`config.mk`:
```
export PLATFORM = sky130hd
export DESIGN_NAME = hazard_scoreboard_flat
export DESIGN_NICKNAME = d
export VERILOG_FILES = /design/src/rtl/hazard_scoreboard_if.sv /design/src/rtl/hazard_scoreboard.sv /design/src/flat_wrapper.sv
export SDC_FILE = /design/constraint.sdc
export NUM_CORES = 1
export LEC_CHECK = 0
export CAP_MARGIN = 20
export CORE_ASPECT_RATIO = 0.75
export CORE_MARGIN = 2
export CORE_UTILIZATION = 50
export CTS_BUF_LIST = sky130_fd_sc_hd__clkbuf_4 sky130_fd_sc_hd__clkbuf_8
export DETAILED_ROUTE_END_ITERATION = 10
export PLACE_DENSITY = 0.78
export SLEW_MARGIN = 20
export SYNTH_ARGS = -nofsm -noshare
export SYNTH_HDL_FRONTEND = slang
export SYNTH_SLANG_ARGS = --single-unit
```
`constraint.sdc`:
```
create_clock -name clk -period 3.7 [get_ports clk]
set_input_delay 0.37 -clock clk [delete_from_list [all_inputs] [get_ports clk]]
set_output_delay 0.37 -clock clk [all_outputs]
set_load 0.02 [all_outputs]
```
`src/rtl/hazard_scoreboard_if.sv`:
```
// Bundle of all D/E/M/W, allocation, completion and hazard-control signals
// exchanged between the pipeline and the hazard scoreboard.
//   master : pipeline side (drives indices/valids, receives stalls/forwards)
//   slave  : scoreboard side
interface hazard_scoreboard_if #(
  parameter int unsigned RFIDX_WIDTH = 5,
  parameter int unsigned CNT_WIDTH   = 3
);
  logic [RFIDX_WIDTH-1:0] rs1D, rs2D, rdD;
  logic                   rs1_usedD, rs2_usedD, regwriteD, longopD;
  logic                   alloc_valid;
  logic [RFIDX_WIDTH-1:0] alloc_rd;
  logic                   done_valid;
  logic [RFIDX_WIDTH-1:0] done_rd;
  logic [RFIDX_WIDTH-1:0] rs1E, rs2E;
  logic                   stypeE;
  logic                   regwriteM, regwriteW;
  logic [RFIDX_WIDTH-1:0] rdM, rdW;
  logic                   branch_flush;
  logic                   stallF, stallD, flushD, flushE;
  logic [1:0]             forwardA, forwardB;
  logic [CNT_WIDTH-1:0]   pending_cnt;
  logic                   sb_err;

  modport master (
    output rs1D, rs2D, rdD, rs1_usedD, rs2_usedD, regwriteD, longopD,
           alloc_valid, alloc_rd, done_valid, done_rd, rs1E, rs2E, stypeE,
           regwriteM, rdM, regwriteW, rdW, branch_flush,
    input  stallF, stallD, flushD, flushE, forwardA, forwardB,
           pending_cnt, sb_err
  );

  modport slave (
    input  rs1D, rs2D, rdD, rs1_usedD, rs2_usedD, regwriteD, longopD,
           alloc_valid, alloc_rd, done_valid, done_rd, rs1E, rs2E, stypeE,
           regwriteM, rdM, regwriteW, rdW, branch_flush,
    output stallF, stallD, flushD, flushE, forwardA, forwardB,
           pending_cnt, sb_err
  );
endinterface

```
`src/rtl/hazard_scoreboard.sv`:
```
// Hazard and forwarding controller with a per-register scoreboard of
// outstanding long-latency ops (variable-latency loads, mul/div).
// Ports:
//   clk, rstn : clock, asynchronous active-low reset
//   hz        : hazard_scoreboard_if.slave -- D-stage indices, long-op
//               allocate/complete events, E/M/W indices, branch flush in;
//               stallF/stallD/flushD/flushE, forwardA/B (00 RF, 10 M,
//               01 W, 11 completion bus), pending_cnt, sticky sb_err out.
module hazard_scoreboard #(
  parameter int unsigned RFIDX_WIDTH    = 5,
  parameter int unsigned NREG           = 32,
  parameter int unsigned MAX_OUT        = 4,
  parameter int unsigned CNT_WIDTH      = 3,
  parameter bit          BYPASS_DONE    = 1'b1,
  parameter bit          FWD_STORE_DATA = 1'b0
) (
  input logic              clk,
  input logic              rstn,
  hazard_scoreboard_if.slave hz
);

  localparam logic [CNT_WIDTH:0] MAX_V = (CNT_WIDTH+1)'(MAX_OUT);

  logic [NREG-1:0]      pend;
  logic [CNT_WIDTH-1:0] cnt;
  logic                 err;

  logic alloc_eff, done_hit, alloc_acc;
  logic raw1, raw2, waw, structural, stall;
  logic [CNT_WIDTH:0] occ_lhs, occ_rhs;

  assign alloc_eff = hz.alloc_valid && (hz.alloc_rd != '0);
  assign done_hit  = hz.done_valid && pend[hz.done_rd];
  // A full scoreboard still accepts an alloc when a completion frees a slot.
  assign alloc_acc = alloc_eff && ((cnt != MAX_V[CNT_WIDTH-1:0]) || done_hit);

  always_ff @(posedge clk or negedge rstn) begin
    if (!rstn) begin
      pend <= '0;
      cnt  <= '0;
      err  <= 1'b0;
    end else begin
      // Clear first, then set: same-register alloc+done leaves the bit at 1.
      logic [NREG-1:0] pend_n;
      pend_n = pend;
      if (done_hit)  pend_n[hz.done_rd]  = 1'b0;
      if (alloc_acc) pend_n[hz.alloc_rd] = 1'b1;
      pend <= pend_n;
      cnt  <= cnt + CNT_WIDTH'(alloc_acc) - CNT_WIDTH'(done_hit);
      if ((hz.done_valid && !done_hit) || (alloc_eff && !alloc_acc))
        err <= 1'b1;
    end
  end

  assign hz.pending_cnt = cnt;
  assign hz.sb_err      = err;

  always_comb begin
    logic a1, a2, ad, m1, m2;
    a1 = hz.alloc_valid && (hz.alloc_rd == hz.rs1D);
    a2 = hz.alloc_valid && (hz.alloc_rd == hz.rs2D);
    ad = hz.alloc_valid && (hz.alloc_rd == hz.rdD);
    m1 = BYPASS_DONE && hz.done_valid && (hz.done_rd == hz.rs1D) && !a1;
    m2 = BYPASS_DONE && hz.done_valid && (hz.done_rd == hz.rs2D) && !a2;
    raw1 = hz.rs1_usedD && (hz.rs1D != '0) && (pend[hz.rs1D] || a1) && !m1;
    raw2 = hz.rs2_usedD && (hz.rs2D != '0) && (pend[hz.rs2D] || a2) && !m2;
    waw  = hz.regwriteD && (hz.rdD != '0) && (pend[hz.rdD] || ad);
    // cnt + alloc - done >= MAX rearranged to avoid underflow.
    occ_lhs = {1'b0, cnt} + (CNT_WIDTH+1)'(hz.alloc_valid);
    occ_rhs = MAX_V + (CNT_WIDTH+1)'(done_hit);
    structural = hz.longopD && (occ_lhs >= occ_rhs);
    stall = raw1 || raw2 || waw || structural;
  end

  always_comb begin
    if (hz.branch_flush) begin
      hz.stallF = 1'b0;
      hz.stallD = 1'b0;
      hz.flushD = 1'b1;
      hz.flushE = 1'b1;
    end else begin
      hz.stallF = stall;
      hz.stallD = stall;
      hz.flushD = 1'b0;
      hz.flushE = stall;
    end
  end

  function automatic logic [1:0] fwd_sel(
    input logic [RFIDX_WIDTH-1:0] rs,
    input logic dv, input logic [RFIDX_WIDTH-1:0] drd,
    input logic mv, input logic [RFIDX_WIDTH-1:0] mrd,
    input logic wv, input logic [RFIDX_WIDTH-1:0] wrd
  );
    if (rs == '0)                fwd_sel = 2'b00;
    else if (dv && drd == rs)    fwd_sel = 2'b11;
    else if (mv && mrd == rs)    fwd_sel = 2'b10;
    else if (wv && wrd == rs)    fwd_sel = 2'b01;
    else                         fwd_sel = 2'b00;
  endfunction

  always_comb begin
    hz.forwardA = fwd_sel(hz.rs1E, hz.done_valid, hz.done_rd,
                          hz.regwriteM, hz.rdM, hz.regwriteW, hz.rdW);
    if (hz.stypeE && !FWD_STORE_DATA)
      hz.forwardB = 2'b00;
    else
      hz.forwardB = fwd_sel(hz.rs2E, hz.done_valid, hz.done_rd,
                            hz.regwriteM, hz.rdM, hz.regwriteW, hz.rdW);
  end

endmodule

```
`src/flat_wrapper.sv`:
```
// flat-port wrapper written by rule: the top's interface ports become plain ports
module hazard_scoreboard_flat 
#(
  parameter int unsigned RFIDX_WIDTH    = 5,
  parameter int unsigned NREG           = 32,
  parameter int unsigned MAX_OUT        = 4,
  parameter int unsigned CNT_WIDTH      = 3,
  parameter bit          BYPASS_DONE    = 1'b1,
  parameter bit          FWD_STORE_DATA = 1'b0
)
  (clk, rstn, hz_rs1D, hz_rs2D, hz_rdD, hz_rs1_usedD, hz_rs2_usedD, hz_regwriteD, hz_longopD, hz_alloc_valid, hz_alloc_rd, hz_done_valid, hz_done_rd, hz_rs1E, hz_rs2E, hz_stypeE, hz_regwriteM, hz_rdM, hz_regwriteW, hz_rdW, hz_branch_flush, hz_stallF, hz_stallD, hz_flushD, hz_flushE, hz_forwardA, hz_forwardB, hz_pending_cnt, hz_sb_err);
  hazard_scoreboard_if #(.RFIDX_WIDTH(RFIDX_WIDTH), .CNT_WIDTH(CNT_WIDTH)) hz_i ();
  input logic clk;
  input logic rstn;
  input wire logic [$bits(hz_i.rs1D)-1:0] hz_rs1D;
  input wire logic [$bits(hz_i.rs2D)-1:0] hz_rs2D;
  input wire logic [$bits(hz_i.rdD)-1:0] hz_rdD;
  input wire logic [$bits(hz_i.rs1_usedD)-1:0] hz_rs1_usedD;
  input wire logic [$bits(hz_i.rs2_usedD)-1:0] hz_rs2_usedD;
  input wire logic [$bits(hz_i.regwriteD)-1:0] hz_regwriteD;
  input wire logic [$bits(hz_i.longopD)-1:0] hz_longopD;
  input wire logic [$bits(hz_i.alloc_valid)-1:0] hz_alloc_valid;
  input wire logic [$bits(hz_i.alloc_rd)-1:0] hz_alloc_rd;
  input wire logic [$bits(hz_i.done_valid)-1:0] hz_done_valid;
  input wire logic [$bits(hz_i.done_rd)-1:0] hz_done_rd;
  input wire logic [$bits(hz_i.rs1E)-1:0] hz_rs1E;
  input wire logic [$bits(hz_i.rs2E)-1:0] hz_rs2E;
  input wire logic [$bits(hz_i.stypeE)-1:0] hz_stypeE;
  input wire logic [$bits(hz_i.regwriteM)-1:0] hz_regwriteM;
  input wire logic [$bits(hz_i.rdM)-1:0] hz_rdM;
  input wire logic [$bits(hz_i.regwriteW)-1:0] hz_regwriteW;
  input wire logic [$bits(hz_i.rdW)-1:0] hz_rdW;
  input wire logic [$bits(hz_i.branch_flush)-1:0] hz_branch_flush;
  output wire logic [$bits(hz_i.stallF)-1:0] hz_stallF;
  output wire logic [$bits(hz_i.stallD)-1:0] hz_stallD;
  output wire logic [$bits(hz_i.flushD)-1:0] hz_flushD;
  output wire logic [$bits(hz_i.flushE)-1:0] hz_flushE;
  output wire logic [$bits(hz_i.forwardA)-1:0] hz_forwardA;
  output wire logic [$bits(hz_i.forwardB)-1:0] hz_forwardB;
  output wire logic [$bits(hz_i.pending_cnt)-1:0] hz_pending_cnt;
  output wire logic [$bits(hz_i.sb_err)-1:0] hz_sb_err;
  assign hz_i.rs1D = hz_rs1D;
  assign hz_i.rs2D = hz_rs2D;
  assign hz_i.rdD = hz_rdD;
  assign hz_i.rs1_usedD = hz_rs1_usedD;
  assign hz_i.rs2_usedD = hz_rs2_usedD;
  assign hz_i.regwriteD = hz_regwriteD;
  assign hz_i.longopD = hz_longopD;
  assign hz_i.alloc_valid = hz_alloc_valid;
  assign hz_i.alloc_rd = hz_alloc_rd;
  assign hz_i.done_valid = hz_done_valid;
  assign hz_i.done_rd = hz_done_rd;
  assign hz_i.rs1E = hz_rs1E;
  assign hz_i.rs2E = hz_rs2E;
  assign hz_i.stypeE = hz_stypeE;
  assign hz_i.regwriteM = hz_regwriteM;
  assign hz_i.rdM = hz_rdM;
  assign hz_i.regwriteW = hz_regwriteW;
  assign hz_i.rdW = hz_rdW;
  assign hz_i.branch_flush = hz_branch_flush;
  assign hz_stallF = hz_i.stallF;
  assign hz_stallD = hz_i.stallD;
  assign hz_flushD = hz_i.flushD;
  assign hz_flushE = hz_i.flushE;
  assign hz_forwardA = hz_i.forwardA;
  assign hz_forwardB = hz_i.forwardB;
  assign hz_pending_cnt = hz_i.pending_cnt;
  assign hz_sb_err = hz_i.sb_err;
  hazard_scoreboard #(.RFIDX_WIDTH(RFIDX_WIDTH), .NREG(NREG), .MAX_OUT(MAX_OUT), .CNT_WIDTH(CNT_WIDTH), .BYPASS_DONE(BYPASS_DONE), .FWD_STORE_DATA(FWD_STORE_DATA)) u_core (.clk(clk), .rstn(rstn), .hz(hz_i));
endmodule
```
## Word level (Yosys, flattened, before mapping)

Cells that the tools add are included.

| word-level totals | value |
|---|---|
| register bits after elaboration | 36 |
| input port bits | 57 |

| operators by class | value |
|---|---|
| add/sub/neg operators | 4 |
| magnitude comparators | 8 |
| equality and inequality tests | 12 |
| mux-type cells | 26 |
| bitwise logic cells | 3 |
| reduce and logical (&&, ||, !) cells | 49 |

Operators with widths:

| operator | count |
|---|---|
| two-way mux 32 bit | 2 |
| equality test 5 bit | 11 |
| bitwise AND 32 bit | 1 |
| inverter 32 bit | 1 |
| OR 32 bit | 1 |
| < comparator 5 x 6 -> 1 bit, second input constant | 5 |
| logical AND 1 bit | 29 |
| binary-select mux 1 bit (select 5 bit) | 4 |
| nonzero test 5 bit | 4 |
| two-way mux 2 bit | 7 |
| two-way mux 1 bit | 11 |
| demux 1 bit (select 5 bit) | 2 |
| >= comparator 5 x 1 -> 1 bit, second input constant | 2 |
| logical NOT 5 bit | 2 |
| logical OR 1 bit | 8 |
| logical NOT 1 bit | 6 |
| adder 3 x 1 -> 4 bit | 1 |
| adder 3 x 1 -> 4 bit, first input constant | 1 |
| >= comparator 4 bit | 1 |
| adder 3 x 1 -> 3 bit | 1 |
| != test 3 bit, second input constant | 1 |
| subtractor 3 x 1 -> 3 bit | 1 |

## Longest topological paths before layout

| logic depth | value |
|---|---|
| depth in word-level cells | 10 |
| depth in mapped cells | 14 |
| gate-level depth less buffers | 11 |

## Worst setup path before layout

No wires, ideal clock.

| timing path | value |
|---|---|
| kind | input-to-output |
| start point | input hz_done_rd[1] |
| end point | output hz_stallF |
| arrival | 3218 ps |
| data required time | 3330 ps |
| path slack | 112 ps |
| cell stages on the path | 14 |
| buffers on the path | 3 |
| cells stage by stage | clkbuf_1 buf_2 mux4_2 a32o_1 o41ai_4 inv_2 ha_1 nor3b_1 o21ai_0 nand2_1 o211ai_1 a211oi_1 a21oi_1 buf_4 |

| between the ends | value |
|---|---|
| longest elaborated chain between the ends | 9 |

RTL lines:

| what | line | RTL |
|---|---|---|
| start: declaration | flat_wrapper.sv:25 | `input wire logic [$bits(hz_i.done_rd)-1:0] hz_done_rd;` |
| branches (longest 7 deep; another with adder 3 x 1 -> 4 bit) | n/a |  |
| logical OR 1 bit * | hazard_scoreboard.sv:72 | `stall = raw1 \|\| raw2 \|\| waw \|\| structural;` |
| two-way mux 1 bit * | n/a |  |
| end: declaration | flat_wrapper.sv:34 | `output wire logic [$bits(hz_i.stallF)-1:0] hz_stallF;` |

Every way passes the cells marked *. The select of a mux whose other input is x is not followed.

## Final worst setup path

| timing path | value |
|---|---|
| start point | register u_core.pend[14] |
| end point | output hz_stallF |

| between the ends | value |
|---|---|
| longest elaborated chain between the ends | 9 |

RTL lines:

| what | line | RTL |
|---|---|---|
| start: declaration | hazard_scoreboard.sv:24 | `logic [NREG-1:0] pend;` |
| start signal: assignment | hazard_scoreboard.sv:48 | `pend <= pend_n;` |
| branches (longest 7 deep; another with adder 3 x 1 -> 4 bit) | n/a |  |
| logical OR 1 bit * | hazard_scoreboard.sv:72 |  |
| two-way mux 1 bit * | hazard_scoreboard.sv:76 | `if (hz.branch_flush) begin` |

Marks and branches as above.

==> impl_metrics.env <==
export IMPL_run_status="complete, no violations"
export IMPL_internal_power_w=0.00142
export IMPL_syn2layout_area_growth_pct=36.6
export IMPL_critPathSlowestCell="mux4_2"
export IMPL_h_tree_lvl_count=2
export IMPL_cp_cell_sequence="mux4_2 > a32o_2 > o41ai_4 > inv_2 > ha_4 > nor3b_2 > o21ai_1 > nand2_1 > o211ai_1 > a211oi_2 > a21oi_2 > buf_4"
export IMPL_final_common_cell="clkdlybuf4s50_1"
export IMPL_cp_required_ns=3.33
export IMPL_synth_fp_nets=424
export IMPL_root_buffer="clkbuf_8"
export IMPL_mostFrequentLayoutCells="clkdlybuf4s50_1, buf_4, o21ai_0"
export IMPL_initial_antenna_violation_count=0
export IMPL_worstSkewPairLatency_ns=0.30
export IMPL_crit_reg2reg_capture="u_core.hz.pending_cnt[2]"
export IMPL_drtIter0Drc=396
export IMPL_timing_clock_skew_ns=0.0114
export IMPL_synth_edf_count=0
export IMPL_sequentialPowerShare=0.289
export IMPL_antenna_cells_inserted=0
export IMPL_floorplan_die_height_um=76.7
export IMPL_dpl_instance_area_um2=4640
export IMPL_fraction_of_layout_instances_using_a_drive_strength_above_1=0.261
export IMPL_syn_inst=360
export IMPL_clkSlewWorstSetupHoldPaths_ns=0.08
export IMPL_vdd_drop_max_mv=0.351
export IMPL_design_die_area_um2=7740
export IMPL_worst_reg2reg_setup_slack_ns=0.69
export IMPL_final_min_clock_period_ns=3.54
export IMPL_postSynth_topFlopCell="dfrtp_1"
export IMPL_synth_seq_area_share=0.256
export IMPL_worstHoldPathType="in2async"
export IMPL_ctsLongestPathBuffers=2
export IMPL_cp_arrival_ns=3.17
export IMPL_num_rows=26
export IMPL_mappedNetlistArea_um2=3520
export IMPL_num_io_pins=69
export IMPL_yosysWarningCount=0
export IMPL_dpl_hpwl_mm=9.92
export IMPL_power_leakage_nw=1.96
export IMPL_grt_overflow_total=0
export IMPL_finalWorstSetupSlack_ns=0.156
export IMPL_drt_total_wl_mm=12.7
export IMPL_ffs_latches_synth=36
export IMPL_wl_per_cell_um=22.9
export IMPL_synth_avg_cell_area_um2=9.79
export IMPL_timing_setup_critical_path_class="reg2out"
export IMPL_switching_power_w=0.000900
export IMPL_start_util=0.516
export IMPL_max_slew_margin_rel=0.604
export IMPL_postRouteAntennaNets=0
export IMPL_power_switching_share=0.387
export IMPL_hold_viol=0
export IMPL_report_final_slew_viol_count=0
export IMPL_coreArea_um2=6830
export IMPL_port_buffers=68
export IMPL_slew_of_the_pin_with_the_lowest_slew_margin_ns=0.593
export IMPL_detail_route_vias_per_cell=6.66
export IMPL_inserted_clock_buffers=5
export IMPL_critPathMaxFanout=5
export IMPL_wire_length_of_the_first_global_routing_pass_mm=19.9
export IMPL_p_clk_frac=0.155
export IMPL_critical_path_endpoint_type="output pin"
export IMPL_max_cap_viol_count=0
export IMPL_setup_viol=0
export IMPL_tritoncts_num_sinks=36
export IMPL_cts_tree="built"
export IMPL_critPathLaunch="u_core.pend[14]"
export IMPL_fin_nets=535
export IMPL_dr_pass1_iters=5
export IMPL_grt_start_max_net_pins=37
export IMPL_async_flop_share=1.00
export IMPL_fillCellCount=528
export IMPL_gpl_final_weighted_congestion=0.935
export IMPL_vias=3701
export IMPL_max_clock_freq_ghz=0.282
export IMPL_grt_pass1_vias=3755
export IMPL_drc=0
export IMPL_worst_path_largest_cell_delay_ns=0.47
export IMPL_p_total_w=0.00232
export IMPL_dp_cells=545
export IMPL_grt_resource_usage_total=0.341
export IMPL_ys_types=50
export IMPL_power_density_cell_area_nw_per_um2=483
export IMPL_timing_reg2reg_worst_path_depth=10
export IMPL_worst_r2r_startpoint="u_core.pend[14]"
export IMPL_instances_no_fill=556
export IMPL_totalNegativeSetupSlack_ns=0
export IMPL_setup_worst_path_start_class="register"
export IMPL_fin_crit_sh=0.958
export IMPL_finalInstanceArea_um2=4810
export IMPL_die_width_um=101
export IMPL_preCtsSetupSlack_ns=-0.716
export IMPL_power_frac_comb=0.556
==> kinds of logic (layout without fill, tap and decap cells) <==
family | Yosys count | in the layout | synth area share
buf+inv | 40 | 152 | 0.0497
mux | 41 | 41 | 0.224
fa+ha+maj | 7 | 7 | 0.0270
compound gates | 96 | 96 | 0.166
flops | 36 | 36 | 0.256
xor+xnor | 57 | 57 | 0.142
simple gates | 83 | 83 | 0.137
==> flip-flops by register name (all words and copies together), names as in the netlist <==
name / count
u_core.hz.pending_cnt: 3
u_core.pend: 32
u_core.hz.sb_err: 1
==> stage by stage <==
step           utilization  hold WS, ns
4_1_cts              0.701        0.498
6_report             0.705        0.489
3_5_place_dp         0.680        0.488
3_3_place_gp         0.680        0.463
2_1_floorplan            -       0.0744
5_1_grt              0.705        0.535
==> layer usage <==
| metal | global-route usage | vias to the layer above | wire (µm) |
|---|---|---|---|
| met3 | 0.0948 | 47 | 1650 |
| met2 | 0.505 | 288 | 5640 |
| met4 | 0.151 | 0 | 525 |
| met5 | 0 | - | 0 |
| met1 | 0.467 | 1781 | 4940 |
| li1 | - | 1585 | - |
==> power groups by stage <==
| stage | logic, W | registers (W) | clock network (W) |
|---|---|---|---|
| detailed placement | 0.00123 | 0.000669 | 0 |
| CTS | 0.00126 | 0.000661 | 0.000365 |
| global route | 0.00139 | 0.000675 | 0.000388 |
| finish | 0.00129 | 0.000671 | 0.000361 |
| global placement | 0.00119 | 0.000669 | 0 |
| floorplan | 0.000620 | 0.000681 | 0 |
==> worst max path at each step <==
stage | to | slack, ns
2_1_floorplan | hz_stallF | 0.11
3_3_place_gp | hz_stallF | -0.66
3_5_place_dp | hz_stallF | -0.72
4_1_cts | hz_flushE | 0.06
5_1_grt | hz_stallF | -0.02
6_report | hz_stallF | 0.16
==> critical path, delay by kind of cell (launching register included) <==
kind	cells	cell delay, ns
muxes	1	0.47
buffers and inverters	2	0.28
and+or+nand+nor	2	0.23
adders and majority gates	1	0.22
AOI/OAI and AO/OA	6	1.24
DFF	1	0.45
==> Yosys cell counts (all sizes together) (6+ instances only) <==
cell type / n / area (µm²)
a21oi: 8 / 40.0
buf: 11 / 66.3
clkbuf: 15 / 56.3
dfrtp: 36 / 901
ha: 6 / 75.1
inv: 14 / 52.6
mux2i: 9 / 90.1
mux4: 30 / 676
nand2: 11 / 41.3
nand3: 10 / 55.1
nand3b: 10 / 86.3
nor2: 14 / 52.6
nor3: 6 / 30.0
nor4: 9 / 56.3
o21ai: 60 / 300
xnor2: 22 / 193
xor2: 35 / 307
==> area by class of cell <==
class | count | area (µm²) | share of cell area
repair buffers | 130 | 1160 | 0.242
multi-input cells | 284 | 2480 | 0.515
clock inverters | 3 | 42.5 | 0.00884
flip-flops and latches | 36 | 902 | 0.187
inverters | 14 | 52.6 | 0.0109
clock buffers | 5 | 68.8 | 0.0143
well taps | 84 | 105 | 0.0218
==> repair_timing <==
item                                    4_1_cts  5_1_grt
buffers inserted                              1        2
endpoints found under the hold margin         0        0
endpoints found under the setup margin        3        3
pin swaps                                     8        7
resized for setup                            26       11
hold buffers                                  0        0
gates cloned                                  0        0
Power figures use the tool's default switching activity.
==> variant (same settings) <==
`CNT_WIDTH` is set to 3 in 3 places; all go to 6.
--- a/src/rtl/hazard_scoreboard_if.sv
+++ b/src/rtl/hazard_scoreboard_if.sv
@@ -6,3 +6,3 @@
   parameter int unsigned RFIDX_WIDTH = 5,
-  parameter int unsigned CNT_WIDTH   = 3
+  parameter int unsigned CNT_WIDTH   = 6
 );
--- a/src/rtl/hazard_scoreboard.sv
+++ b/src/rtl/hazard_scoreboard.sv
@@ -12,3 +12,3 @@
   parameter int unsigned MAX_OUT        = 4,
-  parameter int unsigned CNT_WIDTH      = 3,
+  parameter int unsigned CNT_WIDTH      = 6,
   parameter bit          BYPASS_DONE    = 1'b1,
--- a/src/flat_wrapper.sv
+++ b/src/flat_wrapper.sv
@@ -6,3 +6,3 @@
   parameter int unsigned MAX_OUT        = 4,
-  parameter int unsigned CNT_WIDTH      = 3,
+  parameter int unsigned CNT_WIDTH      = 6,
   parameter bit          BYPASS_DONE    = 1'b1,
Interface: changed (resized hz_pending_cnt); port bits go from 69 to 72. The function was not compared with the original's and may differ.
==> variant against the original RTL <==
The run now ends with negative setup slack left. Count of clock-buffer cells in the layout grew 1. Total power grew 5.2%. Worst setup slack worse by 0.40 ns. Via count up 5.3%. Sequential cell count up 3. Synthesized area grew 12%. Routed wire length is 4.2% higher. Design area grew 9.4%. Hold slack got worse by 0.30 ns.
==> variant: results (changes against the original RTL) <==
TritonCTS Buffers 5 (unchanged); post-CTS sizing 30 (+15%); async set-reset flop share out of synthesis 100% (unchanged); first-pass GRT wire length 21.0 mm (+5.8%); Syn Nets 461 (+8.7%); antenna diode count 0 (unchanged); grt total ovfl 0 (unchanged); reg-to-reg endpoint u_core.hz.pending_cnt[5]; CP top delay family compound AO/OA/AOI/OAI gates; CP max stage delay 0.50 ns (+0.03 ns); Data buffer area share 23.6% (-0.55 points); normalized max-slew margin 41.2% (-19 points); Final Setup Violations 3 (+3); Max stage delay cell, worst path mux4_2; Reg2Reg Setup Slack 0.53 ns (-0.16 ns); worst-skew pair later-pin latency 0.29 ns; postcts setup bufs 3 (+2); Ys Warns 0 (unchanged); Int Power 1.45 mW (+1.5%); Non-clk bufs 136 (+4.6%); worst vdd ir 0.441 mV (+25%); worst min-delay path category in -> async; fill cell count 543 (+2.8%); Synth area leaders dfrtp_1 (25%), mux4_2 (13%), xor2_1 (6.9%); fraction of area in multi-input gates 52.6% (+1.2 points); share of cells above drive strength 1 25.0% (-1.1 points); largest net degree at the start of global routing 40 (+8.1%); CLK BUF 6 (+1); vias in the first global route 3,785 (+0.80%); Overall Global Routing Usage 32.4% (-1.7 points); comb_multi_in 306 (+7.7%); Yosys cell types 59 (+18%); Non-CTS inverters 18 (+4); status complete, but fails checks; clock slew at reported path FFs 0.07 ns; DR vias 3,898 (+5.3%); port buffer count 71 (+4.4%); Seq/Total Area, Yosys 24.8% (-0.74 points); Worst Path Max Fanout 5 (unchanged); routability cong. 1.06 (+13%); R2R depth 13 (+3); initial DRC count 513 (+30%); Clock-cell share 1.45% (-0.86 points); reg2reg start u_core.pend[11]; storage element area 978 sq um (+8.5%); Pleak 2.13 nW (+8.5%); setup ws final -0.245 ns (-0.402 ns); drt wl/cell 21.9 um (-4.4%); synthesis-stage register bit count 39 (+8.3%); post-detail-place hpwl 10.4 mm (+5.3%); Fin Hold WS 0.193 ns (-0.296 ns); failing checks negative setup slack; max FFs per register 32 (unchanged); Final Net Count 578 (+8.0%); Setup Skew 0.00351 ns (-0.00785 ns); CTS tree done; Clock H-tree levels 2 (unchanged); synth cell count leaders dfrtp_1 (39), o21ai_0 (37), xor2_1 (31)
variant: worst max path at each step:
stage	start	endpoint
floorplan	hz_done_rd[0]	hz_stallF
global placement	hz_done_rd[0]	hz_flushE
detailed placement	hz_done_rd[0]	hz_flushE
CTS	u_core.pend[11]	hz_flushE
global route	u_core.pend[10]	hz_flushE
finish	u_core.pend[11]	hz_flushE
variant: power by group through the flow:
stage / clock (mW) / combinational [mW] / sequential, mW
2_1_floorplan: 0 / 0.780 / 0.739
3_3_place_gp: 0 / 1.32 / 0.729
3_5_place_dp: 0 / 1.38 / 0.737
4_1_cts: 0.273 / 1.41 / 0.726
5_1_grt: 0.297 / 1.55 / 0.750
6_report: 0.272 / 1.43 / 0.744
variant: stage by stage:
step / utilization [%] / setup slack [ns] / std cells / setup TNS (ns) / area [sq um]
after floorplan: - / -0.00426 / 389 / -0.00426 / 3970
after global placement: 68.8 / -0.940 / 594 / -2.77 / 5130
final: 70.5 / -0.245 / 606 / -0.698 / 5270
after global routing: 70.5 / -0.409 / 606 / -1.18 / 5270
after CTS: 70.4 / -0.221 / 605 / -0.639 / 5260
after detailed placement: 68.8 / -1.00 / 594 / -3.00 / 5130
variant: logic make-up (layout without fill, tap and decap cells):
logic type      after synthesis  after routing  synth area share, %
buf+inv                      44            160                 5.50
mux                          45             45                 21.4
flops                        39             39                 24.8
xor+xnor                     60             60                 13.4
compound gates              104            104                 16.9
simple gates                 82             82                 13.1
fa+ha+maj                    15             15                 4.96
variant: per-layer routing:
layer / wire (um) / share of wire, % / GRT usage (%)
met1: 5430 / 41 / 45.6
met2: 5590 / 42 / 49.9
met3: 1890 / 14 / 8.51
met4: 357 / 2.7 / 8.82
met5: 0 / 0 / 0
